## config.mk

```make
export PLATFORM = sky130hd
export DESIGN_NAME = seq_multiplier
export DESIGN_NICKNAME = d
export VERILOG_FILES = /design/src/rtl/codec_pkg.sv /design/src/rtl/seq_multiplier.sv
export SDC_FILE = /design/constraint.sdc
export NUM_CORES = 1
export LEC_CHECK = 0
export CAP_MARGIN = 25
export CORE_ASPECT_RATIO = 0.75
export CORE_MARGIN = 3
export CORE_UTILIZATION = 62
export CTS_BUF_LIST = sky130_fd_sc_hd__clkbuf_2 sky130_fd_sc_hd__clkbuf_4 sky130_fd_sc_hd__clkbuf_8
export DETAILED_ROUTE_END_ITERATION = 7
export GPL_ROUTABILITY_DRIVEN = 0
export PLACE_DENSITY = 0.95
export SETUP_SLACK_MARGIN = 0.1
export SLEW_MARGIN = 10
export SYNTH_ARGS = -nofsm -noshare
export SYNTH_HDL_FRONTEND = slang
export SYNTH_SLANG_ARGS = --single-unit
```

## constraint.sdc

```tcl
create_clock -name clk -period 8.9 [get_ports clk]
set_clock_uncertainty 0.05 [all_clocks]
set_input_delay 0.89 -clock clk [delete_from_list [all_inputs] [get_ports clk]]
set_output_delay 0.89 -clock clk [all_outputs]
set_load 0.01 [all_outputs]
```

## src/rtl/codec_pkg.sv

```systemverilog
// Widths and FSM encoding shared by the encoder divider and the decoder multiplier.
// The width check keeps the quotient/remainder reconstruction free of truncation.
package codec_pkg;

    localparam int QUO_W = 9;
    localparam int M_W   = 12;
    localparam int REM_W = 9;
    localparam int Q_W   = 21;

    typedef enum logic [1:0] {
        IDLE,
        CALC,
        DONE
    } state_t;

    function automatic bit widths_ok(input int q_w, input int quo_w, input int m_w);
        return q_w >= quo_w + m_w;
    endfunction

    localparam bit WIDTHS_OK = widths_ok(Q_W, QUO_W, M_W);

endpackage

```

## src/rtl/seq_multiplier.sv

```systemverilog
// Shift-add multiply-accumulate: Q = Quo * M + Rem, one quotient bit per clock.
// Also flags triples whose remainder is not below the divisor.
module seq_multiplier #(
    parameter int QUO_W = codec_pkg::QUO_W,
    parameter int M_W   = codec_pkg::M_W,
    parameter int REM_W = codec_pkg::REM_W,
    parameter int Q_W   = codec_pkg::Q_W
) (
    input  logic             clk,
    input  logic             rst,
    input  logic             in_valid,
    output logic             in_ready,
    input  logic [QUO_W-1:0] Quo,
    input  logic [M_W-1:0]   M,
    input  logic [REM_W-1:0] Rem,
    output logic             out_valid,
    input  logic             out_ready,
    output logic [Q_W-1:0]   Q,
    output logic             rem_ovf
);
    import codec_pkg::*;

    localparam int CNT_W = $clog2(QUO_W + 1);

    if (!widths_ok(Q_W, QUO_W, M_W)) begin : g_width_check
        $error("seq_multiplier: Q_W must be at least QUO_W + M_W");
    end

    state_t             state, state_n;
    logic [Q_W-1:0]     acc, mcand, acc_sum, q_r;
    logic [QUO_W-1:0]   qsh;
    logic [CNT_W-1:0]   cnt;
    logic               rem_ovf_r, out_valid_r, last_step;

    assign acc_sum   = acc + (qsh[0] ? mcand : '0);
    assign last_step = (cnt == CNT_W'(QUO_W - 1));

    assign in_ready  = (state == IDLE);
    assign out_valid = out_valid_r;
    assign Q         = q_r;
    assign rem_ovf   = rem_ovf_r;

    always_ff @(posedge clk) begin
        if (rst) state <= IDLE;
        else     state <= state_n;
    end

    always_comb begin
        state_n = state;
        case (state)
            IDLE:    if (in_valid)  state_n = CALC;
            CALC:    if (last_step) state_n = DONE;
            DONE:    if (out_ready) state_n = IDLE;
            default: state_n = IDLE;
        endcase
    end

    always_ff @(posedge clk) begin
        if (rst) begin
            acc         <= '0;
            mcand       <= '0;
            qsh         <= '0;
            cnt         <= '0;
            rem_ovf_r   <= 1'b0;
            q_r         <= '0;
            out_valid_r <= 1'b0;
        end else begin
            case (state)
                IDLE: begin
                    if (in_valid) begin
                        acc       <= Q_W'(Rem);
                        mcand     <= Q_W'(M);
                        qsh       <= Quo;
                        cnt       <= '0;
                        // Unsigned compare at a common width; M = 0 always flags.
                        rem_ovf_r <= (Q_W'(Rem) >= Q_W'(M));
                    end
                end
                CALC: begin
                    acc   <= acc_sum;
                    mcand <= mcand << 1;
                    qsh   <= qsh >> 1;
                    cnt   <= cnt + CNT_W'(1);
                    if (last_step) begin
                        q_r         <= acc_sum;
                        out_valid_r <= 1'b1;
                    end
                end
                DONE: begin
                    if (out_ready) out_valid_r <= 1'b0;
                end
                default: ;
            endcase
        end
    end

endmodule

```

==> flow_summary.html, run 1 <==
<table>
<tr><th>Metric</th><th>Value</th></tr>
<tr><th colspan="2">Run status</th></tr>
<tr><td>Outcome</td><td>complete, no violations</td></tr>
<tr><th colspan="2">Clock network</th></tr>
<tr><td>Hold buffer count at CTS</td><td>0</td></tr>
<tr><td>Post-CTS Resized</td><td>0</td></tr>
<tr><td>CTS buffer count</td><td>9</td></tr>
<tr><td>Post-CTS setup repair buffer count</td><td>0</td></tr>
<tr><td>Sinks on Clock Net</td><td>80</td></tr>
<tr><td>Master cell of the clock root buffer</td><td>clkbuf_8</td></tr>
<tr><td>Longest Clk Path Bufs</td><td>2</td></tr>
<tr><td>Clock edge transition at the registers on the reported setup and hold paths</td><td>about 0.080 ns</td></tr>
<tr><td>CTS HTree Levels</td><td>3</td></tr>
<tr><td>TritonCTS clock tree</td><td>yes</td></tr>
<tr><td>Clk_lat worst skew</td><td>about 0.36 ns</td></tr>
<tr><th colspan="2">Synthesis</th></tr>
<tr><td>Syn Std Cell Area</td><td>4360 sq um</td></tr>
<tr><td>Leading post-synthesis cells by cell area</td><td>dfxtp_1 37%, ha_1 8.9%, a21oi_1 7.2%</td></tr>
<tr><td>Number of flops mapped to enable cells by yosys</td><td>0</td></tr>
<tr><td>Synthesized netlist net count</td><td>601</td></tr>
<tr><td>Fraction of synthesized area in multiplexers</td><td>0%</td></tr>
<tr><td>Mean instance size in the synthesized netlist</td><td>just over 8 sq um</td></tr>
<tr><td>Area share of the leading cell type in the synthesized netlist</td><td>between 30 and 40%</td></tr>
<tr><td>Synthesized-area fraction occupied by adder cells</td><td>9.35%</td></tr>
<tr><td>Most frequent cells after synthesis</td><td>80 x dfxtp_1, 63 x a21oi_1, 60 x nand2_1, 45 x nor2_1, 31 x ha_1</td></tr>
<tr><td>Main flop type after synthesis</td><td>dfxtp_1</td></tr>
<tr><td>Main combinational cell family by area after synthesis</td><td>compound AO/OA/AOI/OAI gates</td></tr>
<tr><td>Sequential cell area fraction in the yosys report</td><td>between 30 and 40%</td></tr>
<tr><td>Cell type with the highest aggregate area in the netlist</td><td>dfxtp_1</td></tr>
<tr><td>Proportion of register bits with asynchronous set or reset after synthesis</td><td>0%</td></tr>
<tr><td>Post-synthesis xor/xnor area fraction</td><td>under 10%</td></tr>
<tr><td>Netlist cell types</td><td>54</td></tr>
<tr><td>Post-Syn Instances</td><td>approximately 540</td></tr>
<tr><td>FF+latch count, synth</td><td>80</td></tr>
<tr><td>Most numerous cell in the Yosys netlist</td><td>dfxtp_1</td></tr>
<tr><td>Complex-gate fraction of the synthesized area</td><td>between 20 and 25%</td></tr>
<tr><td>Post-Synth Simple-Gate Area</td><td>approximately a fifth</td></tr>
<tr><td>Yosys warnings</td><td>0</td></tr>
<tr><th colspan="2">Timing</th></tr>
<tr><td>Post-route worst hold slack</td><td>roughly 0.4 ns</td></tr>
<tr><td>Slew headroom</td><td>between 30% and 40%</td></tr>
<tr><td>Number of failing setup endpoints in the final timing report</td><td>0</td></tr>
<tr><td>Top achievable clock speed</td><td>between 0.2 and 0.3 GHz</td></tr>
<tr><td>Final period demand of the worst path</td><td>between 3 and 4 ns</td></tr>
<tr><td>Actual slew at the worst max-slew pin</td><td>0.991 ns</td></tr>
<tr><td>RSZ-0062 raised after global routing</td><td>no</td></tr>
<tr><td>Portion of the clock cycle consumed by the worst path in the final layout</td><td>between 30 and 40%</td></tr>
<tr><td>Hold violation total from the final report</td><td>0</td></tr>
<tr><td>Final sum of negative setup slack</td><td>0 ns</td></tr>
<tr><td>Final setup margin</td><td>5.54 ns</td></tr>
<tr><td>Count of pins over their slew limit</td><td>0</td></tr>
<tr><th colspan="2">Pwr</th></tr>
<tr><td>Total power per unit cell area</td><td>158 nW/um^2</td></tr>
<tr><td>Switching part of the total power</td><td>~24%</td></tr>
<tr><td>Fraction of power consumed by combinational cells</td><td>a little under an eighth</td></tr>
<tr><td>Reg power frac</td><td>45.8%</td></tr>
<tr><td>P_int</td><td>between 0.6 and 0.7 mW</td></tr>
<tr><td>Lkg Pwr</td><td>about 2.2 nW</td></tr>
<tr><td>Reported net switching power</td><td>roughly 0.2 mW</td></tr>
<tr><td>Worst voltage drop across the vdd grid</td><td>between 100 and 150 uV</td></tr>
<tr><td>Clk pwr share</td><td>a little over two fifths</td></tr>
<tr><th colspan="2">Setup path</th></tr>
<tr><td>Endpoint arrival time on the critical path</td><td>roughly 3.6 ns</td></tr>
<tr><td>Critical Path Source Type</td><td>register</td></tr>
<tr><td>Critical path class</td><td>reg2reg</td></tr>
<tr><td>Sort of element at the end of the critical path</td><td>register</td></tr>
<tr><td>Data required time of the critical path</td><td>between 9 and 10 ns</td></tr>
<tr><td>Slowest CP cell</td><td>a311oi_1</td></tr>
<tr><td>Stage delay of the slowest cell on the critical path</td><td>0.54 ns</td></tr>
<tr><td>Largest fanout of any net on the critical path</td><td>22</td></tr>
<tr><td>Cell-by-cell trace of the critical path</td><td>and2_1 -&gt; ha_1 -&gt; fa_1 -&gt; a21o_1 -&gt; a41oi_2 -&gt; o211ai_2 -&gt; a311oi_1 -&gt; o21ai_0 -&gt; nor4_1 -&gt; nand3b_1</td></tr>
<tr><td>Flop2flop setup slack</td><td>~5.5 ns</td></tr>
<tr><th colspan="2">Detailed routing</th></tr>
<tr><td>Via Count</td><td>between 4000 and 5000</td></tr>
<tr><td>Sum of routed wire length over all layers</td><td>around 12000 um</td></tr>
<tr><td>Iteration count of the initial detailed-routing pass</td><td>5</td></tr>
<tr><td>DRC errors left</td><td>0</td></tr>
<tr><td>Routed WL per cell</td><td>18.1 um</td></tr>
<tr><td>Average via count per standard cell</td><td>6.46</td></tr>
<tr><td>Initial DRC count</td><td>roughly 470</td></tr>
<tr><td>Final antenna-violating net count</td><td>0</td></tr>
<tr><th colspan="2">Global routing</th></tr>
<tr><td>Antenna violations before repair</td><td>0</td></tr>
<tr><td>Maximum number of pins on one net before global-route repair</td><td>65</td></tr>
<tr><td>Global-route wire length before repair</td><td>roughly 20000 um</td></tr>
<tr><td>Vias in the first global route</td><td>approximately 4200</td></tr>
<tr><td>Remaining Overflow, GRT</td><td>0</td></tr>
<tr><td>Tot GR Track Use</td><td>31.4%</td></tr>
<tr><th colspan="2">Floorplanning</th></tr>
<tr><td>DIE HEIGHT</td><td>just under 80 um</td></tr>
<tr><td>Starting density of the core</td><td>about two thirds</td></tr>
<tr><td>Area inside the core boundary</td><td>about 6600 sq um</td></tr>
<tr><td>Number of rows in the core area</td><td>25</td></tr>
<tr><td>Die width</td><td>just over 100 um</td></tr>
<tr><td>Full die area</td><td>approximately 8000 sq um</td></tr>
<tr><td>Top-level I/O count</td><td>58</td></tr>
<tr><th colspan="2">Layout</th></tr>
<tr><td>Number of nets at the end of the flow</td><td>around 640</td></tr>
<tr><td>Number of diodes added for antenna fixing</td><td>0</td></tr>
<tr><td>Share of the core filled with cells in the final layout</td><td>about 80%</td></tr>
<tr><td>Area growth syn-to-layout</td><td>20.3%</td></tr>
<tr><td>Share of post-route cells with drive strength above 1</td><td>under 10%</td></tr>
<tr><th colspan="2">Placed design</th></tr>
<tr><td>Worst slack, placed</td><td>around 5.6 ns</td></tr>
<tr><td>Number of I/O port buffers</td><td>57</td></tr>
<tr><td>Detailed placement HPWL</td><td>8200 um</td></tr>
<tr><th colspan="2">Run</th></tr>
<tr><td>Max-Cap Viols</td><td>0</td></tr>
<tr><th colspan="2">Min path</th></tr>
<tr><td>Path class of the lowest-slack min-delay path</td><td>reg2reg</td></tr>
</table>
## per-stage QoR
stage	cell area (sq um)	std cells	power (mW)
after floorplan	4360	535	0.442
after global routing	5250	663	0.855
after CTS	5210	661	0.826
after detailed placement	4940	645	0.476
after global placement	4940	645	0.472
final	5250	663	0.830
## critical path: cells and delay by family, from the launching register on
kind / cells / cell delay, ns
flip-flops: 1 / 0.51
AO/OA/AOI/OAI: 5 / 1.40
AND/OR/NAND/NOR: 3 / 0.68
adder cells (fa/ha/maj): 2 / 0.66
## cell usage in the layout (no fill, tap or decap), drive strengths merged, types with 17 or more instances in the layout
cell type      synthesis  final
nor2                  45     45
clkdlybuf4s50          0     56
nand3                 24     24
inv                   17     17
ha                    31     31
dfxtp                 80     80
nand2                 60     60
and2                  22     22
o21ai                 24     24
a21oi                 64     64
## layout make-up
| cell class | instances | area, sq um |
|---|---|---|
| flip-flops and latches | 80 | 1600 |
| fillers | 421 | 1320 |
| well taps | 81 | 101 |
| repair buffers | 63 | 634 |
| clock inverters | 5 | 129 |
| inverters | 17 | 63.8 |
| clock buffers | 11 | 139 |
| multi-input cells | 406 | 2580 |
## sequential cells by signal, indices dropped and copies added, names as in the netlist
name,cells
qsh,9
rem_ovf,1
Q,21
out_valid,1
cnt,4
mcand,21
acc,21
state,2
## worst paths after layout
kind           from  endpoint  depth (start not counted)
max          qsh[0]   acc[18]                         10
max reg2reg  qsh[0]   acc[18]                         10
min reg2reg    Q[7]      Q[7]                          2
min            Q[7]      Q[7]                          2
## cells by family after synthesis
group / after synthesis
fa+ha+maj: 32
simple gates: 190
flops: 80
buf+inv: 49
compound gates: 165
xor+xnor: 19
## power groups by stage
stage | logic, mW | clock network (mW) | registers, mW
floorplan | 0.0578 | 0 | 0.384
global placement | 0.0849 | 0 | 0.387
detailed placement | 0.0888 | 0 | 0.388
CTS | 0.0905 | 0.356 | 0.380
global route | 0.103 | 0.371 | 0.382
finish | 0.0936 | 0.356 | 0.380
## layer usage
layer | part of all wire, % | global-route usage (%) | routed length [um]
met5 | 0 | 0 | 0
met4 | 1.8 | 9.44 | 212
met3 | 9.0 | 7.90 | 1090
met2 | 48 | 51.1 | 5710
met1 | 42 | 40.9 | 5010
(Power assumes the default switching activity.)
==> run 2, diff against run 1 <==
Settings changed: CORE_UTILIZATION 62 to 57, PLACE_DENSITY 0.95 to 0.89.
Clock period 8.9 ns to 3.4 ns, I/O delays scaled along.
==> flow_summary.html, run 2 (synthesized netlist as in run 1, its figures left out) <==
<table>
<tr><th>Metric</th><th>Value</th></tr>
<tr><th colspan="2">Timing</th></tr>
<tr><td>Actual slew at the worst max-slew pin</td><td>0.897 ns (-0.0945 ns)</td></tr>
<tr><td>RSZ-0062 raised after global routing</td><td>no</td></tr>
<tr><td>Final period demand of the worst path</td><td>2.99 ns (-0.375 ns)</td></tr>
<tr><td>Slew headroom</td><td>40.0% (+6.3 points)</td></tr>
<tr><td>Final sum of negative setup slack</td><td>0 ns (unchanged)</td></tr>
<tr><td>Count of pins over their slew limit</td><td>0 (unchanged)</td></tr>
<tr><td>Hold violation total from the final report</td><td>0 (unchanged)</td></tr>
<tr><td>Portion of the clock cycle consumed by the worst path in the final layout</td><td>87.9% (+50 points)</td></tr>
<tr><td>Number of failing setup endpoints in the final timing report</td><td>0 (unchanged)</td></tr>
<tr><td>Top achievable clock speed</td><td>0.335 GHz (+13%)</td></tr>
<tr><th colspan="2">Placed design</th></tr>
<tr><td>Number of I/O port buffers</td><td>57 (unchanged)</td></tr>
<tr><td>Detailed placement HPWL</td><td>8380 um (+2.1%)</td></tr>
<tr><td>Placed cell areas</td><td>5010 sq um (+1.5%)</td></tr>
<tr><th colspan="2">Setup path</th></tr>
<tr><td>Worst Reg2Reg Path Length in Cells</td><td>10 (unchanged)</td></tr>
<tr><td>Largest fanout of any net on the critical path</td><td>21 (-4.5%)</td></tr>
<tr><td>Endpoint arrival time on the critical path</td><td>3.19 ns (-0.41 ns)</td></tr>
<tr><td>Sort of element at the end of the critical path</td><td>register</td></tr>
<tr><td>Slowest CP cell</td><td>a311oi_1</td></tr>
<tr><td>Cell-by-cell trace of the critical path</td><td>buf_4 -&gt; and2_1 -&gt; fa_1 -&gt; a21o_1 -&gt; a41oi_2 -&gt; o211ai_2 -&gt; a311oi_1 -&gt; o21ai_1 -&gt; xor2_1 -&gt; a22o_1</td></tr>
<tr><td>Stage delay of the slowest cell on the critical path</td><td>0.51 ns (-0.03 ns)</td></tr>
<tr><td>Data required time of the critical path</td><td>3.60 ns (-5.54 ns)</td></tr>
<tr><td>Critical path class</td><td>reg2reg</td></tr>
<tr><td>Critical Path Source Type</td><td>register</td></tr>
<tr><td>Flop2flop setup slack</td><td>0.41 ns (-5.12 ns)</td></tr>
<tr><th colspan="2">Pwr</th></tr>
<tr><td>Lkg Pwr</td><td>2.12 nW (-1.4%)</td></tr>
<tr><td>Total power per unit cell area</td><td>369 nW/um^2 (+130%)</td></tr>
<tr><td>Worst voltage drop across the vdd grid</td><td>263 uV (+120%)</td></tr>
<tr><th colspan="2">Detailed routing</th></tr>
<tr><td>Via Count</td><td>4280 (-0.070%)</td></tr>
<tr><td>DRC errors left</td><td>0 (unchanged)</td></tr>
<tr><td>Final antenna-violating net count</td><td>0 (unchanged)</td></tr>
<tr><td>Iteration count of the initial detailed-routing pass</td><td>5 (unchanged)</td></tr>
<tr><td>Sum of routed wire length over all layers</td><td>11700 um (-2.7%)</td></tr>
<tr><td>Average via count per standard cell</td><td>6.25 (-3.3%)</td></tr>
<tr><td>Initial DRC count</td><td>345 (-26%)</td></tr>
<tr><td>Routed WL per cell</td><td>17.1 um (-5.8%)</td></tr>
<tr><th colspan="2">Layout</th></tr>
<tr><td>Number of diodes added for antenna fixing</td><td>0 (unchanged)</td></tr>
<tr><td>Number of nets at the end of the flow</td><td>648 (+0.78%)</td></tr>
<tr><td>Area growth syn-to-layout</td><td>19.4%</td></tr>
<tr><td>Most common cell after layout, fill and taps aside</td><td>dfxtp_1</td></tr>
<tr><td>Share of post-route cells with drive strength above 1</td><td>6.64% (+0.80 points)</td></tr>
<tr><td>Commonest cells after routing, fill and taps aside</td><td>80 x dfxtp_1, 63 x a21oi_1, 60 x nand2_1</td></tr>
<tr><td>Post-route cell area</td><td>5210 sq um (-0.76%)</td></tr>
<tr><th colspan="2">Clock network</th></tr>
<tr><td>Clock edge transition at the registers on the reported setup and hold paths</td><td>0.08 ns (about the same)</td></tr>
<tr><td>Post-CTS setup repair buffer count</td><td>0 (unchanged)</td></tr>
<tr><td>Master cell of the clock root buffer</td><td>clkbuf_8</td></tr>
<tr><td>TritonCTS clock tree</td><td>yes</td></tr>
<tr><td>Clk_lat worst skew</td><td>0.35 ns (about the same)</td></tr>
<tr><td>CTS HTree Levels</td><td>3 (unchanged)</td></tr>
<tr><td>Sinks on Clock Net</td><td>80 (unchanged)</td></tr>
<tr><td>Hold buffer count at CTS</td><td>0 (unchanged)</td></tr>
<tr><td>Longest Clk Path Bufs</td><td>2 (unchanged)</td></tr>
<tr><td>CTS buffer count</td><td>9 (unchanged)</td></tr>
<tr><td>Post-CTS Resized</td><td>0 (unchanged)</td></tr>
<tr><th colspan="2">Global routing</th></tr>
<tr><td>Remaining Overflow, GRT</td><td>0 (unchanged)</td></tr>
<tr><td>Grt met3 use</td><td>5.97% (-1.9 points)</td></tr>
<tr><td>Met1 layer usage reported by global route</td><td>37.5% (-3.4 points)</td></tr>
<tr><td>Maximum number of pins on one net before global-route repair</td><td>34 (-48%)</td></tr>
<tr><td>Tot GR Track Use</td><td>27.6% (-3.8 points)</td></tr>
<tr><td>Global-route wire length before repair</td><td>19100 um (-5.1%)</td></tr>
<tr><td>Met2 usage</td><td>44.5% (-6.6 points)</td></tr>
<tr><td>Antenna violations before repair</td><td>0 (unchanged)</td></tr>
<tr><td>Vias in the first global route</td><td>3973 (-4.7%)</td></tr>
<tr><td>Most congested layer reported by global routing</td><td>met2</td></tr>
<tr><th colspan="2">Run status</th></tr>
<tr><td>Outcome</td><td>complete, no violations</td></tr>
<tr><th colspan="2">Floorplanning</th></tr>
<tr><td>DIE HEIGHT</td><td>81.8 um (+4.0%)</td></tr>
<tr><td>Full die area</td><td>8750 sq um (+8.2%)</td></tr>
<tr><td>Top-level I/O count</td><td>58 (unchanged)</td></tr>
<tr><td>Starting density of the core</td><td>61.2% (-5.2 points)</td></tr>
<tr><td>Number of rows in the core area</td><td>26 (+4.0%)</td></tr>
<tr><td>Die width</td><td>107 um (+4.0%)</td></tr>
<tr><td>Area inside the core boundary</td><td>7120 sq um (+8.5%)</td></tr>
<tr><th colspan="2">Min path</th></tr>
<tr><td>Path class of the lowest-slack min-delay path</td><td>reg2reg</td></tr>
<tr><td>Depth of the worst hold-timing path</td><td>2 (unchanged)</td></tr>
<tr><th colspan="2">Run</th></tr>
<tr><td>Max-Cap Viols</td><td>0 (unchanged)</td></tr>
</table>
-- run 2: cell count changes in the layout (fill, tap and decap cells not counted), sizes merged --
cell	delta
buf	+5
clkinvlp	+3
bufinv	-4
clkbuf	+1
-- run 2: through the flow --
stage          power, mW  instances  hold slack (ns)  utilization [%]  worst slack, ns
3_3_place_gp        1.24        669            0.392             70.4            0.558
2_1_floorplan       1.16        535            0.387                -            0.616
5_1_grt             1.99        685            0.426             73.1            0.276
6_report            1.92        685            0.405             73.1            0.411
4_1_cts             1.92        685            0.408             73.1            0.453
3_5_place_dp        1.25        669            0.397             70.4            0.510
-- run 2: area by class of cell --
type                       count  area (sq um)
sequential                    80          1600
fill                         520          1920
clock inverter                 4          27.5
inverter                      17          63.8
multi-input combinational    406          2580
timing repair buffer          68           648
tap                           98           123
clock buffer                  12           165
-- run 2: critical path, delay by kind of cell (launching register included) --
family / cells / cell delay, ns
adders and majority gates: 1 / 0.44
buffers and inverters: 1 / 0.19
and+or+nand+nor: 1 / 0.20
AOI/OAI and AO/OA: 6 / 1.51
xor gates and xnor gates: 1 / 0.18
DFF: 1 / 0.32
-- run 2: layer usage --
metal	wire, um	vias to the layer above
met5	0	-
li1	-	2011
met3	1220	33
met4	216	0
met1	5080	1983
met2	5170	253
-- run 2: power by group --
part	switching [mW]	internal [mW]
combinational	0.148	0.103
sequential	0.0230	0.968
clock	0.355	0.324
-- run 2: worst paths after layout --
path,from,endpoint
setup / recovery,qsh[0],acc[16]
hold / removal,Q[4],Q[4]
setup reg to reg,qsh[0],acc[16]
hold reg to reg,Q[4],Q[4]
==> run 3, diff against run 2 <==
Settings changed: CORE_ASPECT_RATIO 0.75 to 1.4.
==> flow_summary.html, run 3 (synthesized netlist as in run 1, its figures left out) <==
<table>
<tr><th>Metric</th><th>Value</th></tr>
<tr><th colspan="2">Setup path</th></tr>
<tr><td>Critical path class</td><td>reg2reg</td></tr>
<tr><td>Data required time of the critical path</td><td>3.61 ns (about the same)</td></tr>
<tr><td>Flop2flop setup slack</td><td>0.39 ns (-0.02 ns)</td></tr>
<tr><td>Largest fanout of any net on the critical path</td><td>13 (-38%)</td></tr>
<tr><td>Reg-to-reg endpoint</td><td>acc[16]</td></tr>
<tr><td>R2r startpoint</td><td>qsh[0]</td></tr>
<tr><td>Critical Path Source Type</td><td>register</td></tr>
<tr><td>Worst Reg2Reg Path Length in Cells</td><td>10 (unchanged)</td></tr>
<tr><td>Sort of element at the end of the critical path</td><td>register</td></tr>
<tr><td>Endpoint arrival time on the critical path</td><td>3.23 ns (+0.04 ns)</td></tr>
<tr><th colspan="2">Timing</th></tr>
<tr><td>Number of failing setup endpoints in the final timing report</td><td>0 (unchanged)</td></tr>
<tr><td>Post-route worst hold slack</td><td>0.407 ns (+0.00201 ns)</td></tr>
<tr><td>Top achievable clock speed</td><td>0.332 GHz (-0.81%)</td></tr>
<tr><td>Portion of the clock cycle consumed by the worst path in the final layout</td><td>88.6% (+0.72 points)</td></tr>
<tr><td>Count of pins over their slew limit</td><td>0 (unchanged)</td></tr>
<tr><td>Final sum of negative setup slack</td><td>0 ns (unchanged)</td></tr>
<tr><td>Actual slew at the worst max-slew pin</td><td>0.918 ns (+0.0213 ns)</td></tr>
<tr><td>Slew headroom</td><td>38.6% (-1.4 points)</td></tr>
<tr><td>Final period demand of the worst path</td><td>3.01 ns (+0.0243 ns)</td></tr>
<tr><td>RSZ-0062 raised after global routing</td><td>no</td></tr>
<tr><td>Hold violation total from the final report</td><td>0 (unchanged)</td></tr>
<tr><th colspan="2">Global routing</th></tr>
<tr><td>Vias in the first global route</td><td>4032 (+1.5%)</td></tr>
<tr><td>Met1 layer usage reported by global route</td><td>29.9% (-7.6 points)</td></tr>
<tr><td>Tot GR Track Use</td><td>27.1% (-0.48 points)</td></tr>
<tr><td>Grt met3 use</td><td>3.93% (-2.0 points)</td></tr>
<tr><td>Met2 usage</td><td>46.9% (+2.3 points)</td></tr>
<tr><td>Global-route wire length before repair</td><td>18500 um (-3.3%)</td></tr>
<tr><td>Most congested layer reported by global routing</td><td>met2</td></tr>
<tr><td>Antenna violations before repair</td><td>0 (unchanged)</td></tr>
<tr><td>Remaining Overflow, GRT</td><td>0 (unchanged)</td></tr>
<tr><td>Maximum number of pins on one net before global-route repair</td><td>40 (+18%)</td></tr>
<tr><th colspan="2">Clock network</th></tr>
<tr><td>Sinks on Clock Net</td><td>80 (unchanged)</td></tr>
<tr><td>Post-CTS setup repair buffer count</td><td>0 (unchanged)</td></tr>
<tr><td>Clock edge transition at the registers on the reported setup and hold paths</td><td>0.09 ns (about the same)</td></tr>
<tr><td>Hold buffer count at CTS</td><td>0 (unchanged)</td></tr>
<tr><td>Post-CTS Resized</td><td>0 (unchanged)</td></tr>
<tr><td>Master cell of the clock root buffer</td><td>clkbuf_8</td></tr>
<tr><td>CTS buffer count</td><td>9 (unchanged)</td></tr>
<tr><td>TritonCTS clock tree</td><td>yes</td></tr>
<tr><td>Clk_lat worst skew</td><td>0.37 ns (+0.02 ns)</td></tr>
<tr><td>Longest Clk Path Bufs</td><td>2 (unchanged)</td></tr>
<tr><td>CTS HTree Levels</td><td>3 (unchanged)</td></tr>
<tr><th colspan="2">Layout</th></tr>
<tr><td>Most common cell after layout, fill and taps aside</td><td>dfxtp_1</td></tr>
<tr><td>Finished Layout Cells</td><td>684 (-0.15%)</td></tr>
<tr><td>Area growth syn-to-layout</td><td>19.4% (about the same)</td></tr>
<tr><td>Share of post-route cells with drive strength above 1</td><td>6.64% (unchanged)</td></tr>
<tr><td>Number of diodes added for antenna fixing</td><td>0 (unchanged)</td></tr>
<tr><td>Post-route cell area</td><td>5210 sq um (about the same)</td></tr>
<tr><td>Commonest cells after routing, fill and taps aside</td><td>80 x dfxtp_1, 63 x a21oi_1, 60 x nand2_1</td></tr>
<tr><td>Number of nets at the end of the flow</td><td>648 (unchanged)</td></tr>
<tr><th colspan="2">Run</th></tr>
<tr><td>Max-Cap Viols</td><td>0 (unchanged)</td></tr>
<tr><th colspan="2">Detailed routing</th></tr>
<tr><td>Final antenna-violating net count</td><td>0 (unchanged)</td></tr>
<tr><td>Average via count per standard cell</td><td>6.19 (-0.95%)</td></tr>
<tr><td>Routed WL per cell</td><td>16.6 um (-2.5%)</td></tr>
<tr><td>Iteration count of the initial detailed-routing pass</td><td>5 (unchanged)</td></tr>
<tr><td>Sum of routed wire length over all layers</td><td>11400 um (-2.7%)</td></tr>
<tr><td>DRC errors left</td><td>0 (unchanged)</td></tr>
<tr><td>Via Count</td><td>4233 (-1.1%)</td></tr>
<tr><td>Initial DRC count</td><td>293 (-15%)</td></tr>
<tr><th colspan="2">Pwr</th></tr>
<tr><td>Reported net switching power</td><td>0.541 mW (+2.9%)</td></tr>
<tr><td>Total power per unit cell area</td><td>371 nW/um^2 (+0.67%)</td></tr>
<tr><td>Worst voltage drop across the vdd grid</td><td>310 uV (+18%)</td></tr>
<tr><td>Reg power frac</td><td>51.4% (-0.2 points)</td></tr>
<tr><td>Lkg Pwr</td><td>2.13 nW (+0.32%)</td></tr>
<tr><td>Switching part of the total power</td><td>28.0% (+0.61 points)</td></tr>
<tr><td>P_int</td><td>1.39 mW (-0.19%)</td></tr>
<tr><td>Fraction of power consumed by combinational cells</td><td>12.8% (-0.3 points)</td></tr>
<tr><td>Clk pwr share</td><td>35.8% (+0.5 points)</td></tr>
<tr><th colspan="2">Floorplanning</th></tr>
<tr><td>Die width</td><td>79.9 um (-25%)</td></tr>
<tr><td>Area inside the core boundary</td><td>7410 sq um (+4.0%)</td></tr>
<tr><td>Full die area</td><td>8750 sq um (about the same)</td></tr>
<tr><td>Starting density of the core</td><td>58.9% (-2.3 points)</td></tr>
<tr><td>DIE HEIGHT</td><td>110 um (+34%)</td></tr>
<tr><td>Number of rows in the core area</td><td>37 (+42%)</td></tr>
<tr><td>Top-level I/O count</td><td>58 (unchanged)</td></tr>
<tr><th colspan="2">Min path</th></tr>
<tr><td>Depth of the worst hold-timing path</td><td>2 (unchanged)</td></tr>
<tr><td>Path class of the lowest-slack min-delay path</td><td>reg2reg</td></tr>
<tr><td>Endpoint of the worst hold path</td><td>Q[10]</td></tr>
<tr><td>Start point of the worst hold path</td><td>Q[10]</td></tr>
<tr><th colspan="2">Placed design</th></tr>
<tr><td>Number of I/O port buffers</td><td>57 (unchanged)</td></tr>
<tr><td>Placed cell areas</td><td>5010 sq um (about the same)</td></tr>
<tr><td>Detailed placement HPWL</td><td>8230 um (-1.8%)</td></tr>
<tr><td># placed instances</td><td>668 (-0.15%)</td></tr>
<tr><th colspan="2">Run status</th></tr>
<tr><td>Outcome</td><td>complete, no violations</td></tr>
</table>
-- run 3: cell types whose count changed in the layout (fill, tap and decap cells not counted) --
cell / previous run / this run
clkbuf_4: 0 / 1
clkinv_2: 1 / 0
clkinvlp_4: 3 / 1
clkbuf_8: 12 / 11
inv_6: 0 / 3
-- run 3: metal layers --
layer  routed length [um]  vias up
met1                 4370     1995
met5                    0        -
met4                  571        0
met3                  604       46
li1                     -     2016
met2                 5840      176
-- run 3: worst max path at each step --
stage	cells after the start	slack, ns	from	end
6_report	10	0.39	qsh[0]	acc[16]
3_5_place_dp	10	0.46	qsh[0]	acc[16]
3_3_place_gp	10	0.54	qsh[0]	Q[16]
2_1_floorplan	11	0.62	qsh[0]	acc[16]
4_1_cts	10	0.42	qsh[0]	acc[16]
5_1_grt	10	0.24	qsh[0]	acc[18]
-- run 3: power by group through the flow --
stage / Clock (mW) / Combinational [mW] / Sequential (mW)
after global placement: 0 / 0.232 / 1.01
after global routing: 0.735 / 0.269 / 0.998
final: 0.692 / 0.247 / 0.994
after detailed placement: 0 / 0.242 / 1.01
after CTS: 0.700 / 0.244 / 0.993
after floorplan: 0 / 0.151 / 1.01
-- run 3: area by class of cell --
class | instances | area, sq um
tap | 97 | 121
clock inverter | 4 | 33.8
inverter | 17 | 63.8
multi-input combinational | 406 | 2580
timing repair buffer | 68 | 648
fill | 591 | 2200
clock buffer | 12 | 159
sequential | 80 | 1600
-- run 3: stage by stage --
step / power (mW) / setup slack, ns / util [%]
after floorplan: 1.16 / 0.616 / -
after global placement: 1.24 / 0.541 / 67.7
after detailed placement: 1.26 / 0.464 / 67.7
after CTS: 1.94 / 0.424 / 70.3
after global routing: 2.00 / 0.244 / 70.3
final: 1.93 / 0.387 / 70.3
-- run 3: critical path: stages (launching register included) --
cell and delay [ns]:
dfxtp_1 0.41, and2_1 0.20, ha_1 0.20, fa_1 0.41, a21o_1 0.21, a41oi_2 0.25, o211ai_2 0.17, a311oi_1 0.48
o21ai_1 0.15, xor2_1 0.17, a22o_1 0.20
